<file path="src/rtl/tdc_pulse_pair_gen_pkg.sv">
// Shared definitions for the TDC START/STOP pulse-pair generator:
// FSM encoding, default widths and the counter-width helper.
package tdc_stim_pkg;

  localparam int DELAY_W_DEF = 16;
  localparam int PW_W_DEF    = 4;

  typedef enum logic [1:0] {
    IDLE = 2'd0,
    RUN  = 2'd1,
    DONE = 2'd2
  } state_t;

  // One extra bit so cnt, D and D+W-1 never wrap for any legal input.
  function automatic int cnt_w(input int delay_w);
    return delay_w + 1;
  endfunction

endpackage

</file>
<file path="src/rtl/tdc_pulse_pair_gen_if.sv">
// Control/status bundle between a sequencer (master) and the pulse-pair generator (slave).
interface tdc_pulse_pair_gen_if #(
  parameter int DELAY_W = tdc_stim_pkg::DELAY_W_DEF,
  parameter int PW_W    = tdc_stim_pkg::PW_W_DEF
);
  logic               en;
  logic               trig;
  logic [DELAY_W-1:0] delay;
  logic [PW_W-1:0]    width;
  logic               clr_missed;
  logic               start;
  logic               stop;
  logic               busy;
  logic               done;
  logic               missed_trig;

  modport master (
    output en, trig, delay, width, clr_missed,
    input  start, stop, busy, done, missed_trig
  );

  modport slave (
    input  en, trig, delay, width, clr_missed,
    output start, stop, busy, done, missed_trig
  );
endinterface

</file>
<file path="src/rtl/tdc_pulse_pair_gen_cycle_counter.sv">
// Synchronous up-counter with clear, increment enable and terminal-count compare.
module tdc_cycle_counter #(
  parameter int W = 17
) (
  input  logic         clk,
  input  logic         rst,
  input  logic         clr,
  input  logic         inc,
  input  logic [W-1:0] term,
  output logic [W-1:0] cnt,
  output logic         tc
);

  // NOTE: sequential state uses non-blocking assignments so every register
  // samples the pre-edge values, independent of block ordering.
  always_ff @(posedge clk) begin
    if (rst)      cnt <= '0;
    else if (clr) cnt <= '0;
    else if (inc) cnt <= cnt + W'(1);
  end

  assign tc = (cnt == term);

endmodule

</file>
<file path="src/rtl/tdc_pulse_pair_gen.sv">
// TDC START/STOP generator: on a trigger emits START, then STOP a programmed
// number of cycles later; all outputs are registered for direct pin drive.
module tdc_pulse_pair_gen
  import tdc_stim_pkg::*;
#(
  parameter int DELAY_W = DELAY_W_DEF,
  parameter int PW_W    = PW_W_DEF
) (
  input  logic                  clk,
  input  logic                  rst,
  tdc_pulse_pair_gen_if.slave   bus
);

  localparam int CNT_W = cnt_w(DELAY_W);

  state_t           state;
  logic [CNT_W-1:0] d_q, w_q, end_q;
  logic [CNT_W-1:0] d_acc, w_acc, end_acc;
  logic [CNT_W-1:0] cnt, cnt_nx;
  logic             tc;
  logic             accept;

  // NOTE: every always_comb output gets a default first, so no path can
  // leave it unassigned and infer a latch.
  always_comb begin
    d_acc   = CNT_W'(bus.delay);
    w_acc   = CNT_W'(bus.width);
    if (bus.width == '0) w_acc = CNT_W'(1);
    end_acc = d_acc + w_acc - CNT_W'(1);
  end

  assign accept = (state == IDLE) && bus.en && bus.trig;
  assign cnt_nx = cnt + CNT_W'(1);

  // Counter holds at zero in IDLE so the first RUN cycle sees cnt == 0.
  tdc_cycle_counter #(.W(CNT_W)) u_cnt (
    .clk  (clk),
    .rst  (rst),
    .clr  (state == IDLE),
    .inc  (state == RUN),
    .term (end_q),
    .cnt  (cnt),
    .tc   (tc)
  );

  // Pulse decode looks at cnt_nx: outputs are registered, so the value loaded
  // at this edge must describe the cycle the counter is about to enter.
  always_ff @(posedge clk) begin
    if (rst) begin
      state           <= IDLE;
      d_q             <= '0;
      w_q             <= '0;
      end_q           <= '0;
      bus.start       <= 1'b0;
      bus.stop        <= 1'b0;
      bus.busy        <= 1'b0;
      bus.done        <= 1'b0;
      bus.missed_trig <= 1'b0;
    end else begin
      if ((state != IDLE) && bus.trig) bus.missed_trig <= 1'b1;
      else if (bus.clr_missed)         bus.missed_trig <= 1'b0;

      unique case (state)
        IDLE: begin
          bus.done <= 1'b0;
          if (accept) begin
            d_q       <= d_acc;
            w_q       <= w_acc;
            end_q     <= end_acc;
            bus.start <= 1'b1;
            bus.stop  <= (d_acc == '0);
            bus.busy  <= 1'b1;
            state     <= RUN;
          end else begin
            bus.start <= 1'b0;
            bus.stop  <= 1'b0;
            bus.busy  <= 1'b0;
          end
        end
        RUN: begin
          if (!bus.en) begin
            bus.start <= 1'b0;
            bus.stop  <= 1'b0;
            bus.busy  <= 1'b0;
            state     <= IDLE;
          end else if (tc) begin
            bus.start <= 1'b0;
            bus.stop  <= 1'b0;
            bus.done  <= 1'b1;
            state     <= DONE;
          end else begin
            bus.start <= (cnt_nx < w_q);
            bus.stop  <= (cnt_nx >= d_q) && (cnt_nx <= end_q);
          end
        end
        DONE: begin
          bus.done <= 1'b0;
          bus.busy <= 1'b0;
          state    <= IDLE;
        end
        default: begin
          bus.start <= 1'b0;
          bus.stop  <= 1'b0;
          bus.busy  <= 1'b0;
          bus.done  <= 1'b0;
          state     <= IDLE;
        end
      endcase
    end
  end

endmodule

</file>
<file path="src/flat_wrapper.sv">
// flat-port wrapper written by rule: the top's interface ports become plain ports
module tdc_pulse_pair_gen_flat import tdc_stim_pkg::*;
#(
  parameter int DELAY_W = DELAY_W_DEF,
  parameter int PW_W    = PW_W_DEF
)
  (clk, rst, bus_en, bus_trig, bus_delay, bus_width, bus_clr_missed, bus_start, bus_stop, bus_busy, bus_done, bus_missed_trig);
  tdc_pulse_pair_gen_if #(.DELAY_W(DELAY_W), .PW_W(PW_W)) bus_i ();
  input  logic clk;
  input  logic rst;
  input wire logic [$bits(bus_i.en)-1:0] bus_en;
  input wire logic [$bits(bus_i.trig)-1:0] bus_trig;
  input wire logic [$bits(bus_i.delay)-1:0] bus_delay;
  input wire logic [$bits(bus_i.width)-1:0] bus_width;
  input wire logic [$bits(bus_i.clr_missed)-1:0] bus_clr_missed;
  output wire logic [$bits(bus_i.start)-1:0] bus_start;
  output wire logic [$bits(bus_i.stop)-1:0] bus_stop;
  output wire logic [$bits(bus_i.busy)-1:0] bus_busy;
  output wire logic [$bits(bus_i.done)-1:0] bus_done;
  output wire logic [$bits(bus_i.missed_trig)-1:0] bus_missed_trig;
  assign bus_i.en = bus_en;
  assign bus_i.trig = bus_trig;
  assign bus_i.delay = bus_delay;
  assign bus_i.width = bus_width;
  assign bus_i.clr_missed = bus_clr_missed;
  assign bus_start = bus_i.start;
  assign bus_stop = bus_i.stop;
  assign bus_busy = bus_i.busy;
  assign bus_done = bus_i.done;
  assign bus_missed_trig = bus_i.missed_trig;
  tdc_pulse_pair_gen #(.DELAY_W(DELAY_W), .PW_W(PW_W)) u_core (.clk(clk), .rst(rst), .bus(bus_i));
endmodule
</file>
<file path="config.mk">
export PLATFORM = sky130hd
export DESIGN_NAME = tdc_pulse_pair_gen_flat
export DESIGN_NICKNAME = d
export VERILOG_FILES = /design/src/rtl/tdc_pulse_pair_gen_pkg.sv /design/src/rtl/tdc_pulse_pair_gen_if.sv /design/src/rtl/tdc_pulse_pair_gen_cycle_counter.sv /design/src/rtl/tdc_pulse_pair_gen.sv /design/src/flat_wrapper.sv
export SDC_FILE = /design/constraint.sdc
export NUM_CORES = 1
export LEC_CHECK = 0
export ABC_AREA = 0
export CAP_MARGIN = 20
export CORE_ASPECT_RATIO = 1.5
export CORE_UTILIZATION = 45
export DETAILED_ROUTE_END_ITERATION = 8
export PLACE_DENSITY = 0.74
export REMOVE_ABC_BUFFERS = 1
export SLEW_MARGIN = 25
export SYNTH_ARGS = -nofsm -noshare
export SYNTH_HDL_FRONTEND = slang
export SYNTH_SLANG_ARGS = --single-unit
</file>
<file path="constraint.sdc">
create_clock -name clk -period 3.21 [get_ports clk]
set_input_delay 0.642 -clock clk [delete_from_list [all_inputs] [get_ports clk]]
set_output_delay 0.642 -clock clk [all_outputs]
set_load 0.005 [all_outputs]
</file>
---- Yosys cells after proc, flatten, opt, wreduce, memory -nomap -nowiden ----
Index checks and enable logic that the tools add are counted.
storage, ports and cells
  bits in registers ....................... 74
  input port bits ......................... 25
  output and inout bits ................... 5
  logic and storage cells ................. 54
cells by class
  add/subtract/negate cells ............... 3
  order comparisons ....................... 3
  equal/unequal tests ..................... 6
  muxes and demuxes ....................... 17
  bitwise logic cells ..................... 1
  reduce and logical (&&, ||, !) cells .... 14
operators with widths
  kind                                                  count
  adder 16 x 4 -> 17 bit                                1
  adder 17 x 1 -> 17 bit (second input constant)        1
  equality test 17 bit                                  1
  greater-or-equal comparator 17 x 16 -> 1 bit          1
  <= comparator 17 bit                                  1
  zero test 17 bit                                      1
  less-than comparator 17 bit                           1
  subtractor 17 x 1 -> 17 bit (second input constant)   1
  two-way mux 1 bit                                     9
  two-way mux 2 bit                                     3
  one-hot mux 1 bit (3 select lines)                    2
  AND reduction 2 bit                                   3
  logical AND 1 bit                                     4
  zero test 4 bit                                       1
  two-way mux 4 bit                                     1
  one-hot mux 2 bit (2 select lines)                    1
  nonzero test 2 bit                                    2
  OR reduction 2 bit                                    2
  != test 3 x 2 -> 1 bit (second input constant)        1
  equality test 2 x 1 -> 1 bit (second input constant)  1
  equality test 2 bit (second input constant)           1
  zero test 2 bit                                       1
  != test 2 x 1 -> 1 bit (second input constant)        1
  != test 2 bit (second input constant)                 1
  2 further kinds                                       2

---- Logic depth before layout (Yosys ltp) ----
  depth in word-level cells ............... 6
  depth in mapped cells ................... 14
  mapped depth without buffers ............ 14

---- Cells and area by module ----
From an unflattened synthesis, not the netlist that was laid out.
unflattened totals
  cell total of the unflattened synthesis .. 613
  area, all modules ....................... 4,839.6 sq um
modules (own cells, without submodules)
  module              instances  cells each  area an instance (sq um)  seq. area each (sq um)
  tdc_pulse_pair_gen  1          501         3,847.4                   880.8
  tdc_cycle_counter   1          112         992.2                     340.3

---- Worst setup path before layout ----
No wires, ideal clock.
  path kind ............................... input -> register
  start point ............................. input port bus_width[2]
  end point ............................... register u_core.end_q[16]
  setup time .............................. 0.091 ns
  data arrival time ....................... 2.693 ns
  required time ........................... 3.119 ns
  setup slack ............................. 0.426 ns
  cell stages on the path ................. 11
  path buffers ............................ 0
  cell sequence ........................... inv_1 > ha_1 > inv_1 > ha_1 > a21o_1 > a211oi_2 > o31ai_1 > a21oi_2 > o22ai_1 > or3_1 > a311oi_1
between the ends
  longest elaborated chain between the ends .. 4
ends and longest elaborated chain
  element                        line                      RTL
  start: declaration             flat_wrapper.sv:14        input wire logic [$bits(bus_i.width)-1:0] bus_width;
  zero test 4 bit                tdc_pulse_pair_gen.sv:28  if (bus.width == '0) w_acc = CNT_W'(1);
  two-way mux 4 bit *            tdc_pulse_pair_gen.sv:28
  adder 16 x 4 -> 17 bit *       tdc_pulse_pair_gen.sv:29  end_acc = d_acc + w_acc - CNT_W'(1);
  subtractor 17 x 1 -> 17 bit *  tdc_pulse_pair_gen.sv:29
  end signal: assignment         tdc_pulse_pair_gen.sv:69  end_q <= end_acc;
  end: declaration               tdc_pulse_pair_gen.sv:17  logic [CNT_W-1:0] d_q, w_q, end_q;
Every way passes the cells marked *; elsewhere a longest branch is shown, timed or not.
A chain may end at the register's enable or synchronous reset.

---- Final worst setup path ----
  start point ............................. input port bus_delay[2]
  end point ............................... register u_core.end_q[16]
between the ends
  longest elaborated chain between the ends .. 2
ends and longest elaborated chain
  element                      line                      RTL
  start: declaration           flat_wrapper.sv:13        input wire logic [$bits(bus_i.delay)-1:0] bus_delay;
  adder 16 x 4 -> 17 bit       tdc_pulse_pair_gen.sv:29
  subtractor 17 x 1 -> 17 bit  tdc_pulse_pair_gen.sv:29
Every way passes these cells.

==> summary.txt <==
Clock network
  – Max Buffers Root-to-Sink: 2
  – Worst skew pair latency: approximately 0.33 ns
  – Max H-tree Level: 3
  – Cts bufs inserted: 9
  – TritonCTS clock tree: done
  – CTS Sinks: between 60 and 70
  – Clock transition at path regs: 0.05 ns
  – Clk root buf: clkbuf_16

Global routing
  – Vias in the first global route: 4444
  – Grt ovf: 0
  – First-pass GRT wire length: 20770 µm
  – Largest net degree at the start of global routing: 41
  – Initial antenna violation count: 0
  – Total track usage: approximately a quarter

Worst hold path
  – Worst min path class: flop to flop

Synthesis
  – Synth top area share: approximately a quarter
  – Syn Inst Count: 603
  – Post-synth top area cell: dfxtp_1
  – Synth Warn #: 0
  – Post-synthesis async set-or-reset flop share: 0%
  – Synth top area cells: dfxtp_1 26%, ha_1 16%, a21oi_1 5.5%
  – Netlist cell types: 62
  – EDFF count, synth: 0
  – Post-Syn Area: 4674 µm²
  – Mean Syn Cell Area: roughly 7.8 µm²
  – Ys flop type: dfxtp_1
  – Synthesized flop and latch total: 61
  – Sequential area share after synthesis: 26.12%

Detailed routing
  – First-pass detailed-route iteration total: 4
  – Wirelength per Cell: 16.24 µm
  – WL met1: 4939 µm
  – Met3 WL: 454 µm
  – DR top layer: met4
  – Met2 Wirelength: between 6000 and 7000 µm
  – Via count: between 4000 and 5000
  – First DRT Iteration DRCs: around 170
  – Total Wirelength: 12470 µm
  – Post-route ant nets: 0
  – Vias per cell: 5.745
  – Residual DRC: 0

Die
  – Initial Util: 46.12%
  – I/O pin count: 30
  – Die ar.: 10810 µm²
  – FP Rows: 45
  – Die X-Extent: 85.22 µm
  – Core box area: 10130 µm²
  – Die Ht: 126.8 µm

Timing
  – Max_slew headroom: 39.91%
  – Total negative slack: 0 ns
  – Final Hold Viols: 0
  – Fin crit period: around 3.1 ns
  – Final worst setup slack: 0.1155 ns
  – Final period util: between 90 and 100%
  – Worst Max-Slew Pin Slew: about 0.90 ns
  – RSZ-0062 raised after global routing: true
  – Smallest hold slack: 0.4549 ns
  – Pins Over Slew Limit: 0
  – Worst Clk Skew: approximately 0.0041 ns
  – Final setup vio count: 0
  – Max Fclk: 323.2 MHz

Worst setup path
  – Crit start category: input pin
  – CP dominant cell by count: inv_1
  – Critical Path Slowest Stage Cell: clkdlybuf4s50_1
  – Crit Path Max Fanout: 2
  – Critical path endpoint category: flop
  – Setup CP Type: input pin to flop
  – CP Cell Sequence: clkdlybuf4s50_1 -> inv_1 -> ha_4 -> inv_1 -> ha_1 -> a21o_1 -> a211oi_4 -> o31ai_2 -> a21oi_2 -> o22ai_1 -> or3_1 -> a311oi_1
  – Slowest stage delay, CP: 0.50 ns
  – CP required: 3.45 ns
  – Worst reg2reg setup slack: roughly 0.17 ns
  – Top delay family on crit path: compound AO/OA/AOI/OAI gates
  – Worst path bufs/invs: 3
  – Worst endpoint data arrival time: between 3 and 4 ns

Final layout
  – Register Area: 1221 µm²
  – # diodes: 0
  – Synth-to-layout area growth: 20.40%
  – Fill cell count: ~900
  – Commonest non-fill, non-tap cells in the layout: 63 x nand2_1, 63 x inv_1, 61 x dfxtp_1
  – Post-layout net count: 734
  – Area of the multi-input gates: 3172 µm²
  – Layout cell share with drive strength beyond 1: 12.44%

Status
  – Status: complete, no violations

Placement
  – DP HPWL: 9355 µm
  – Pre-CTS setup slack: -0.5587 ns
  – PortBufs: 29
  – Routability congestion estimate: 0.9101

Power
  – Peak VDD IR: 0.0002131 V
  – Leakage power: 2.440 nW
  – Pwr/cell area: 395.7 nW/µm²

Run
  – MaxCap Viol Count: 0
metrics by stage:
stage / area [µm²] / power [mW] / utilization, % / std cells
finish: 5628 / 2.227 / 55.53 / 768
global route: 5628 / 2.323 / 55.53 / 768
CTS: 5534 / 2.210 / 54.60 / 767
detailed placement: 5211 / 1.270 / 51.42 / 752
global placement: 5211 / 1.252 / 51.42 / 752
floorplan: 4532 / 1.106 / - / 573
timing repair:
action | 4_1_cts | 5_1_grt
hold buffers | 0 | 0
pin swaps | 2 | 8
gates resized for setup | 7 | 21
endpoints found under the setup margin | 2 | 8
buffers inserted | 1 | 1
layer usage:
layer,global-route usage [%],up-vias
li1,-,2173
met1,25.78,2107
met2,45.68,102
met3,3.513,30
met4,13.86,0
met5,0,-
cells in the mapped netlist (5+ instances only):
cell,instances
nor2b_1,10
nor2_1,52
xnor2_1,22
nand3_1,9
nor3_1,15
a211oi_1,10
a21o_1,10
nand4_1,16
inv_1,66
a31oi_1,5
o21ai_0,20
a22oi_1,10
a21oi_1,51
nand2_1,63
xor2_1,19
dfxtp_1,61
clkbuf_1,22
nand2b_1,5
ha_1,60
power breakdown:
group          leakage [nW]  internal [mW]  total, mW  switching (mW)
Clock                 0.139          0.611      0.931           0.320
Combinational          1.80          0.207      0.473           0.266
Sequential            0.497          0.792      0.823          0.0311
final timing paths:
kind | cells past startpoint | startpoint | end
setup / recovery | 12 | bus_delay[2] | u_core.end_q[16]$_SDFFE_PP0P_
hold / removal | 2 | u_core.w_q[3]$_SDFFE_PP0P_ | u_core.w_q[3]$_SDFFE_PP0P_
setup reg to reg | 12 | u_core.u_cnt.cnt[1]$_SDFFE_PP0P_ | u_core.bus.stop$_SDFFE_PP0P_
hold reg to reg | 2 | u_core.w_q[3]$_SDFFE_PP0P_ | u_core.w_q[3]$_SDFFE_PP0P_
kinds of logic (layout without fill, tap and decap cells):
group | count (synthesis) | count (layout) | share of synthesized area [%]
AOI/OAI and AO/OA | 136 | 136 | 18.63
muxes | 1 | 1 | 0.2141
buffers and inverters | 97 | 145 | 8.431
adders and majority gates | 62 | 62 | 16.73
DFF | 61 | 61 | 26.12
xor gates and xnor gates | 42 | 42 | 8.030
and+or+nand+nor | 204 | 204 | 21.84
flip-flops by register name, summed over array words and instances (netlist names), 2 cells and up:
name,flops
u_core.d_q,16
u_core.end_q,17
u_core.state,2
u_core.u_cnt.cnt,17
u_core.w_q,4
cell type report:
| class | instances | share of cell area, % |
|---|---|---|
| clock inverter | 2 | 0.6225 |
| timing repair buffer | 64 | 9.871 |
| multi-input combinational | 445 | 56.36 |
| sequential | 61 | 21.70 |
| clock buffer | 12 | 4.380 |
| inverter | 67 | 4.469 |
| tap | 117 | 2.601 |
worst register-to-register path, cell delays in order (launching register included):
cell and delay [ns]:
dfxtp_1 0.43, ha_2 0.29, nand3_4 0.13, nor2_1 0.19
xor2_1 0.26, ha_1 0.29, nand4_1 0.09, nor2_1 0.04
a2111oi_0 0.39, o21ai_0 0.20, a31oi_1 0.28, o311a_1 0.26
o32ai_2 0.08
(Power assumes the default switching activity.)
